**src/rtl/fpu_operand_loader_if.sv**
```systemverilog
// Byte/operand/result bundle between the FPU operand loader and its neighbours.
// The slave modport is the loader's view; the master modport is the driver side.
interface fpu_operand_loader_if #(
  parameter int NUM_OPS  = 4,
  parameter int OP_WIDTH = 32
);
  localparam int FRAME_W = NUM_OPS * OP_WIDTH;
  localparam int CNT_W   = $clog2(FRAME_W / 8);

  logic [7:0]          byte_in;
  logic                byte_valid;
  logic                frame_start;
  logic [OP_WIDTH-1:0] res_in;
  logic [FRAME_W-1:0]  op_out;
  logic                op_valid;
  logic [OP_WIDTH-1:0] res_out;
  logic                res_valid;
  logic                busy;
  logic [CNT_W-1:0]    byte_count;
  logic                err;

  modport master (
    output byte_in, byte_valid, frame_start, res_in,
    input  op_out, op_valid, res_out, res_valid, busy, byte_count, err
  );

  modport slave (
    input  byte_in, byte_valid, frame_start, res_in,
    output op_out, op_valid, res_out, res_valid, busy, byte_count, err
  );
endinterface

```
**src/rtl/fpu_operand_loader.sv**
```systemverilog
// Framed byte-serial operand loader: 16 bytes -> 128-bit operand word, then waits
// LATENCY cycles and captures the FPU result. Define LOADER_TIMEOUT_EN to discard stale partial frames.
module fpu_operand_loader #(
  parameter int NUM_OPS  = 4,
  parameter int OP_WIDTH = 32,
  parameter int LATENCY  = 2,
  parameter int TIMEOUT  = 255
) (
  input  logic clk,
  input  logic rst_n,
  fpu_operand_loader_if.slave bus
);
  localparam int FRAME_W     = NUM_OPS * OP_WIDTH;
  localparam int FRAME_BYTES = FRAME_W / 8;
  localparam int CNT_W       = $clog2(FRAME_BYTES);

  localparam logic [CNT_W-1:0] LAST_BYTE = CNT_W'(FRAME_BYTES - 1);
  localparam logic [CNT_W-1:0] CNT_ONE   = CNT_W'(1);
  localparam logic [3:0]       WAIT_LAST = 4'(LATENCY - 1);

  typedef enum logic [1:0] {
    S_COLLECT = 2'd0,
    S_LAUNCH  = 2'd1,
    S_WAIT    = 2'd2
  } state_t;

  state_t              r_state;
  // The oldest byte of the frame is shifted out as the last one arrives, so only
  // FRAME_W-8 bits need storing; the completed word is {r_shift, byte_in}.
  logic [FRAME_W-9:0]  r_shift;
  logic [FRAME_W-1:0]  r_op_out;
  logic                r_op_valid;
  logic [OP_WIDTH-1:0] r_res_out;
  logic                r_res_valid;
  logic                r_busy;
  logic [CNT_W-1:0]    r_byte_count;
  logic                r_err;
  logic [3:0]          r_wait_cnt;

  state_t              w_state_next;
  logic [FRAME_W-9:0]  w_shift_next;
  logic [FRAME_W-1:0]  w_op_out_next;
  logic                w_op_valid_next;
  logic [OP_WIDTH-1:0] w_res_out_next;
  logic                w_res_valid_next;
  logic                w_busy_next;
  logic [CNT_W-1:0]    w_count_next;
  logic                w_err_next;
  logic [3:0]          w_wait_next;
  logic [FRAME_W-1:0]  w_word;
  logic [CNT_W-1:0]    w_count_base;

`ifdef LOADER_TIMEOUT_EN
  localparam int IDLE_W = $clog2(TIMEOUT + 1);
  localparam logic [IDLE_W-1:0] IDLE_LAST = IDLE_W'(TIMEOUT - 1);
  localparam logic [IDLE_W-1:0] IDLE_ONE  = IDLE_W'(1);

  logic [IDLE_W-1:0] r_idle_cnt;
  logic [IDLE_W-1:0] w_idle_next;
`endif

  always_comb begin
    w_state_next     = r_state;
    w_shift_next     = r_shift;
    w_op_out_next    = r_op_out;
    w_op_valid_next  = 1'b0;
    w_res_out_next   = r_res_out;
    w_res_valid_next = 1'b0;
    w_busy_next      = r_busy;
    w_count_next     = r_byte_count;
    w_err_next       = r_err;
    w_wait_next      = r_wait_cnt;
    w_word           = {r_shift, bus.byte_in};
    // A resync makes a same-cycle byte count as byte 0 of the new frame.
    w_count_base     = bus.frame_start ? '0 : r_byte_count;
`ifdef LOADER_TIMEOUT_EN
    w_idle_next      = r_idle_cnt;
`endif

    case (r_state)
      S_COLLECT: begin
        if (bus.frame_start) begin
          w_count_next = '0;
          w_err_next   = 1'b0;
        end
        if (bus.byte_valid) begin
          w_shift_next = w_word[FRAME_W-9:0];
          if (w_count_base == LAST_BYTE) begin
            w_op_out_next   = w_word;
            w_op_valid_next = 1'b1;
            w_busy_next     = 1'b1;
            w_count_next    = '0;
            w_state_next    = S_LAUNCH;
          end else begin
            w_count_next = w_count_base + CNT_ONE;
          end
        end
`ifdef LOADER_TIMEOUT_EN
        if (bus.byte_valid || bus.frame_start || (r_byte_count == '0)) begin
          w_idle_next = '0;
        end else if (r_idle_cnt == IDLE_LAST) begin
          w_idle_next  = '0;
          w_count_next = '0;
          w_shift_next = '0;
          w_err_next   = 1'b1;
        end else begin
          w_idle_next = r_idle_cnt + IDLE_ONE;
        end
`endif
      end

      S_LAUNCH: begin
        w_wait_next  = '0;
        w_state_next = S_WAIT;
        if (bus.byte_valid) w_err_next = 1'b1;
      end

      S_WAIT: begin
        if (bus.byte_valid) w_err_next = 1'b1;
        if (r_wait_cnt == WAIT_LAST) begin
          w_res_out_next   = bus.res_in;
          w_res_valid_next = 1'b1;
          w_busy_next      = 1'b0;
          w_state_next     = S_COLLECT;
        end else begin
          w_wait_next = r_wait_cnt + 4'd1;
        end
      end

      default: begin
        w_state_next = S_COLLECT;
        w_busy_next  = 1'b0;
      end
    endcase
  end

  always_ff @(posedge clk or negedge rst_n) begin
    if (!rst_n) begin
      r_state      <= S_COLLECT;
      r_shift      <= '0;
      r_op_out     <= '0;
      r_op_valid   <= 1'b0;
      r_res_out    <= '0;
      r_res_valid  <= 1'b0;
      r_busy       <= 1'b0;
      r_byte_count <= '0;
      r_err        <= 1'b0;
      r_wait_cnt   <= '0;
    end else begin
      r_state      <= w_state_next;
      r_shift      <= w_shift_next;
      r_op_out     <= w_op_out_next;
      r_op_valid   <= w_op_valid_next;
      r_res_out    <= w_res_out_next;
      r_res_valid  <= w_res_valid_next;
      r_busy       <= w_busy_next;
      r_byte_count <= w_count_next;
      r_err        <= w_err_next;
      r_wait_cnt   <= w_wait_next;
    end
  end

`ifdef LOADER_TIMEOUT_EN
  always_ff @(posedge clk or negedge rst_n) begin
    if (!rst_n) r_idle_cnt <= '0;
    else        r_idle_cnt <= w_idle_next;
  end
`endif

  assign bus.op_out     = r_op_out;
  assign bus.op_valid   = r_op_valid;
  assign bus.res_out    = r_res_out;
  assign bus.res_valid  = r_res_valid;
  assign bus.busy       = r_busy;
  assign bus.byte_count = r_byte_count;
  assign bus.err        = r_err;
endmodule

```
**src/flat_wrapper.sv**
```systemverilog
// flat-port wrapper written by rule: the top's interface ports become plain ports
module fpu_operand_loader_flat 
#(
  parameter int NUM_OPS  = 4,
  parameter int OP_WIDTH = 32,
  parameter int LATENCY  = 2,
  parameter int TIMEOUT  = 255
)
  (clk, rst_n, bus_byte_in, bus_byte_valid, bus_frame_start, bus_res_in, bus_op_out, bus_op_valid, bus_res_out, bus_res_valid, bus_busy, bus_byte_count, bus_err);
  fpu_operand_loader_if #(.NUM_OPS(NUM_OPS), .OP_WIDTH(OP_WIDTH)) bus_i ();
  input  logic clk;
  input  logic rst_n;
  input wire logic [$bits(bus_i.byte_in)-1:0] bus_byte_in;
  input wire logic [$bits(bus_i.byte_valid)-1:0] bus_byte_valid;
  input wire logic [$bits(bus_i.frame_start)-1:0] bus_frame_start;
  input wire logic [$bits(bus_i.res_in)-1:0] bus_res_in;
  output wire logic [$bits(bus_i.op_out)-1:0] bus_op_out;
  output wire logic [$bits(bus_i.op_valid)-1:0] bus_op_valid;
  output wire logic [$bits(bus_i.res_out)-1:0] bus_res_out;
  output wire logic [$bits(bus_i.res_valid)-1:0] bus_res_valid;
  output wire logic [$bits(bus_i.busy)-1:0] bus_busy;
  output wire logic [$bits(bus_i.byte_count)-1:0] bus_byte_count;
  output wire logic [$bits(bus_i.err)-1:0] bus_err;
  assign bus_i.byte_in = bus_byte_in;
  assign bus_i.byte_valid = bus_byte_valid;
  assign bus_i.frame_start = bus_frame_start;
  assign bus_i.res_in = bus_res_in;
  assign bus_op_out = bus_i.op_out;
  assign bus_op_valid = bus_i.op_valid;
  assign bus_res_out = bus_i.res_out;
  assign bus_res_valid = bus_i.res_valid;
  assign bus_busy = bus_i.busy;
  assign bus_byte_count = bus_i.byte_count;
  assign bus_err = bus_i.err;
  fpu_operand_loader #(.NUM_OPS(NUM_OPS), .OP_WIDTH(OP_WIDTH), .LATENCY(LATENCY), .TIMEOUT(TIMEOUT)) u_core (.clk(clk), .rst_n(rst_n), .bus(bus_i));
endmodule
```
**config.mk**
```make
export PLATFORM = sky130hd
export DESIGN_NAME = fpu_operand_loader_flat
export DESIGN_NICKNAME = d
export VERILOG_FILES = /design/src/rtl/fpu_operand_loader_if.sv /design/src/rtl/fpu_operand_loader.sv /design/src/flat_wrapper.sv
export SDC_FILE = /design/constraint.sdc
export NUM_CORES = 1
export LEC_CHECK = 0
export BUFFER_PORTS_ARGS = -buffer_cell sky130_fd_sc_hd__buf_2
export CAP_MARGIN = 25
export CORE_MARGIN = 10
export CORE_UTILIZATION = 40
export DETAILED_ROUTE_END_ITERATION = 16
export SLEW_MARGIN = 15
export SYNTH_ARGS = -nofsm -noshare
export SYNTH_HDL_FRONTEND = slang
export SYNTH_SLANG_ARGS = --single-unit
```
**constraint.sdc**
```tcl
create_clock -name clk -period 4.6 [get_ports clk]
set_input_delay 0.92 -clock clk [delete_from_list [all_inputs] [get_ports clk]]
set_output_delay 0.92 -clock clk [all_outputs]
set_load 0.005 [all_outputs]
```
==> impl_summary.md <==
Setup path
The worst endpoint required time is between 5000 and 6000 ps. The critical path contains buffers and inverters numbering 2 combined. The standard cell with the maximum stage delay on the critical path is sky130_fd_sc_hd__buf_12. The maximum cell stage delay along the critical path is 550 ps. The largest fanout of any net on the critical path is 129.

The endpoint class of the critical path is a flop. The arrival time of data at the critical path endpoint is 2900 ps. The critical path class is input port to flop.

The sort of element at the start of the critical path is an input port. The cell family contributing the most delay on the critical path is buffers and inverters. Traced cell by cell, the critical path runs through buf_2 > nor2b_1 > ha_1 > nand3_2 > nor3_4 > buf_12 > mux2_1.

CTS
TritonCTS created 31 clock buffers. The clock input transition at the sequential cells of the worst setup and hold paths is 60 ps. The number of levels in the clock H-tree is 1. After clock tree synthesis, the setup repair step added 0 buffers. No sink is reached through more buffers than the 3 on the longest clock path. Clock latency on the worst-skew pair, taken at its later pin, is roughly 550 ps. The hold-fix buffer count after cts is 0. Once the clock tree was built, the resizer swapped 0 gates to a different size. The TritonCTS clock tree is done.

The master cell of the clock root buffer is sky130_fd_sc_hd__clkbuf_16. The clock drives about 290 sinks.

Floorplanning
After floorplanning, the core was sized to cover 27860 um^2. The floorplan has 61 rows. The area of the die is 35380 um^2. Measured along the x axis, the die boundary spans 188.1 um. For this configuration, the core starts out at a cell density of 40.57%. The count of pins on the block boundary is 212. The height of the die is 188.1 um.

Power and ir drop
The combinational share of power is 8.4%. The internal portion of the total power is 4.812 mW. The peak supply drop is 0.2288 mV. Sequential cells account for 52.7% of the total power. In this run switching power makes up between 20% and 30% of total power.

The power density of the placed cells is approximately 460 nW/um^2. The analysis attributes to net switching a power of 1.486 mW. The clock share of power is 38.9%. The analysis attributes to cell leakage a power of just over 7 nW.

STA
Setup violations remaining at the end of the flow were counted as 0. The number of max-slew violations in the final report is 0. The worst path uses 53.86% of the clock period.

The max-slew headroom at the worst pin is 34.59%. For the pin with the worst max-slew slack, the measured transition is about 980 ps. Setup repair after global routing left no endpoint under its margin. The clock period could shrink to 2478 ps. The number of endpoints with negative hold slack in the final report is 0. The final sum of negative setup slack is 0 ps.

The clock tree skew after final layout is between 9 and 10 ps. Derived from the worst setup path, the maximum achievable clock frequency is 403.6 MHz.

Layout
The share of cells above drive strength 1 is a little under half. The footprint of the flip-flops and latches is between 7000 and 8000 um^2. The number of inserted diodes is 0. The most common library cell in the layout ignoring fill and taps is sky130_fd_sc_hd__dfrtp_1. The layout has 2478 filler cells. Cells fill 49.02% of the core in the end.

The total area of multi-input combinational cells is 3605 um^2. The count of non-filler cells in the finished layout is 1295. The count of nets after finishing is approximately 940. The library cells used most frequently in the layout, excluding fill and tap cells, are sky130_fd_sc_hd__dfrtp_1, sky130_fd_sc_hd__buf_2, sky130_fd_sc_hd__mux2_2, sky130_fd_sc_hd__mux2_1, sky130_fd_sc_hd__clkbuf_16.

Relative to the synthesized area, the layout overhead comes to 20.82%.

Synthesis
The synthesized net count is 724. The area of the mapped netlist is 11300 um^2. The Yosys step of the flow raised 0 warnings.

The post-synthesis register bit count is 294. After synthesis, the share of flip-flops with an asynchronous set or reset is 100.0%. After technology mapping, the gate count stands at 673. For this run, the leading register cell type out of synthesis is sky130_fd_sc_hd__dfrtp_1. The count of unique library cells instantiated by Yosys is 38. The synthesized design contains 0 enable-type register cells. After synthesis, flip-flops and latches occupy 65.09% of the total area. Averaged over all synthesized cells, the footprint is 16.80 um^2.

GRT
Summed over all layers, the global routing overflow is 0. The maximum number of pins on one net before global-route repair is 131. The number of antenna violations at the first check in global routing is 0.

The via count of the first global-routing pass is 6571. The first global-routing pass estimated 37.97 mm of wire. In the global route stage, overall resource usage came out at approximately 13%.

Place
The estimated wirelength of the detail-placed design is 15.62 mm. Including well taps, the total number of placed cells is 1237. At the end of routability-driven placement, the weighted congestion stood at 0.7570. The count of input and output buffers is around 210.

Routing
The routed layout has 6140 vias. The detailed-route wire length per cell is ~18 um. The detail route stage leaves a number of antenna-violating nets equal to 0. Using the TritonRoute via totals, the vias-per-cell ratio works out to roughly 4.7.

The sum of routed wire length over all layers is 23.13 mm. For this run, the detailed router's first-pass iteration total came to 5. For this run, design rule violations remaining after detail routing come to 0. For this block, the initial DRC count from the detailed router was ~330.

Worst hold path
The path class of the tightest hold or removal check is flop to flop.

Status
The run finished with clean final reports.

Flow run
Across the run, the number of max-cap violations was 0.
## final cells by class
class | instances | share of cell area (%)
clock buffers | 46 | 6.606
clock inverters | 12 | 0.8337
inverters | 6 | 0.1649
multi-input cells | 339 | 26.39
flip-flops and latches | 294 | 53.87
well taps | 378 | 3.463
repair buffers | 220 | 8.667
## kinds of logic (layout without fill, tap and decap cells)
kind of cell               count (synthesis)  in the layout  share of synthesized area (%)
buffers and inverters                     40            284                          3.099
AOI/OAI and AO/OA                         25             25                          1.572
DFF                                      294            294                          65.09
muxes                                    282            282                          28.07
and+or+nand+nor                           25             25                          1.395
adders and majority gates                  7              7                         0.7748
## through the flow
stage / power (mW) / instance area (um^2) / hold WS (ps) / worst slack [ps]
2_1_floorplan: 3.636 / 11300 / 460.2 / 2069
3_3_place_gp: 3.888 / 12640 / 461.8 / 1633
3_5_place_dp: 3.918 / 12640 / 469.4 / 1591
4_1_cts: 6.407 / 13660 / 483.3 / 2165
5_1_grt: 6.636 / 13660 / 490.8 / 1959
6_report: 6.298 / 13660 / 476.7 / 2122
## power groups by stage
stage / Combinational (mW) / Sequential [mW] / Clock, mW
CTS: 0.543 / 3.33 / 2.53
global placement: 0.524 / 3.36 / 0
detailed placement: 0.541 / 3.38 / 0
floorplan: 0.408 / 3.23 / 0
global route: 0.594 / 3.39 / 2.65
finish: 0.527 / 3.32 / 2.45
## state kept, by name, indices dropped and copies added, names as in the netlist
signal and cells:
u_core.r_state 2, u_core.r_shift 120, u_core.r_wait_cnt 4, u_core.bus.res_out 32, u_core.bus.res_valid 1, u_core.bus.err 1
u_core.bus.op_valid 1, u_core.bus.op_out 128, u_core.bus.busy 1, u_core.bus.byte_count 4
## cell usage after synthesis, types with 2 or more instances
master,count,area [um^2]
sky130_fd_sc_hd__inv_1,6,22.52
sky130_fd_sc_hd__ha_1,7,87.58
sky130_fd_sc_hd__a21oi_1,4,20.02
sky130_fd_sc_hd__nand3_1,4,20.02
sky130_fd_sc_hd__dfrtp_1,294,7357
sky130_fd_sc_hd__mux2_2,148,1667
sky130_fd_sc_hd__buf_2,13,65.06
sky130_fd_sc_hd__buf_8,10,150.1
sky130_fd_sc_hd__nor3b_1,2,15.01
sky130_fd_sc_hd__o22ai_1,2,12.51
sky130_fd_sc_hd__nand2_1,3,11.26
sky130_fd_sc_hd__nor2_1,3,11.26
sky130_fd_sc_hd__mux2_1,132,1486
sky130_fd_sc_hd__mux2i_1,2,20.02
sky130_fd_sc_hd__o21ai_0,7,35.03
sky130_fd_sc_hd__nor2b_1,6,37.54
sky130_fd_sc_hd__buf_6,9,101.4
## worst paths after layout
| check | start | end | slack (ps) | depth (start not counted) |
|---|---|---|---|---|
| max | bus_frame_start | u_core.bus.op_out[62] | 2120 | 7 |
| min | u_core.bus.op_out[123] | u_core.bus.op_out[123] | 480 | 1 |
| max reg2reg | u_core.r_state[1] | u_core.bus.op_out[62] | 2140 | 6 |
| min reg2reg | u_core.bus.op_out[123] | u_core.bus.op_out[123] | 480 | 1 |
| max in group asynchronous | rst_n | u_core.bus.op_out[26] | 3070 | 2 |
| min in group asynchronous | rst_n | u_core.bus.op_out[89] | 500 | 1 |
## metal layers
layer / vias up / wire, um / track usage, %
li1: 2831 / - / -
met1: 3139 / 10440 / 17.16
met2: 151 / 10770 / 20.37
met3: 19 / 1631 / 4.304
met4: 0 / 278 / 2.523
met5: - / 0 / 0
Power figures use the tool's default switching activity.
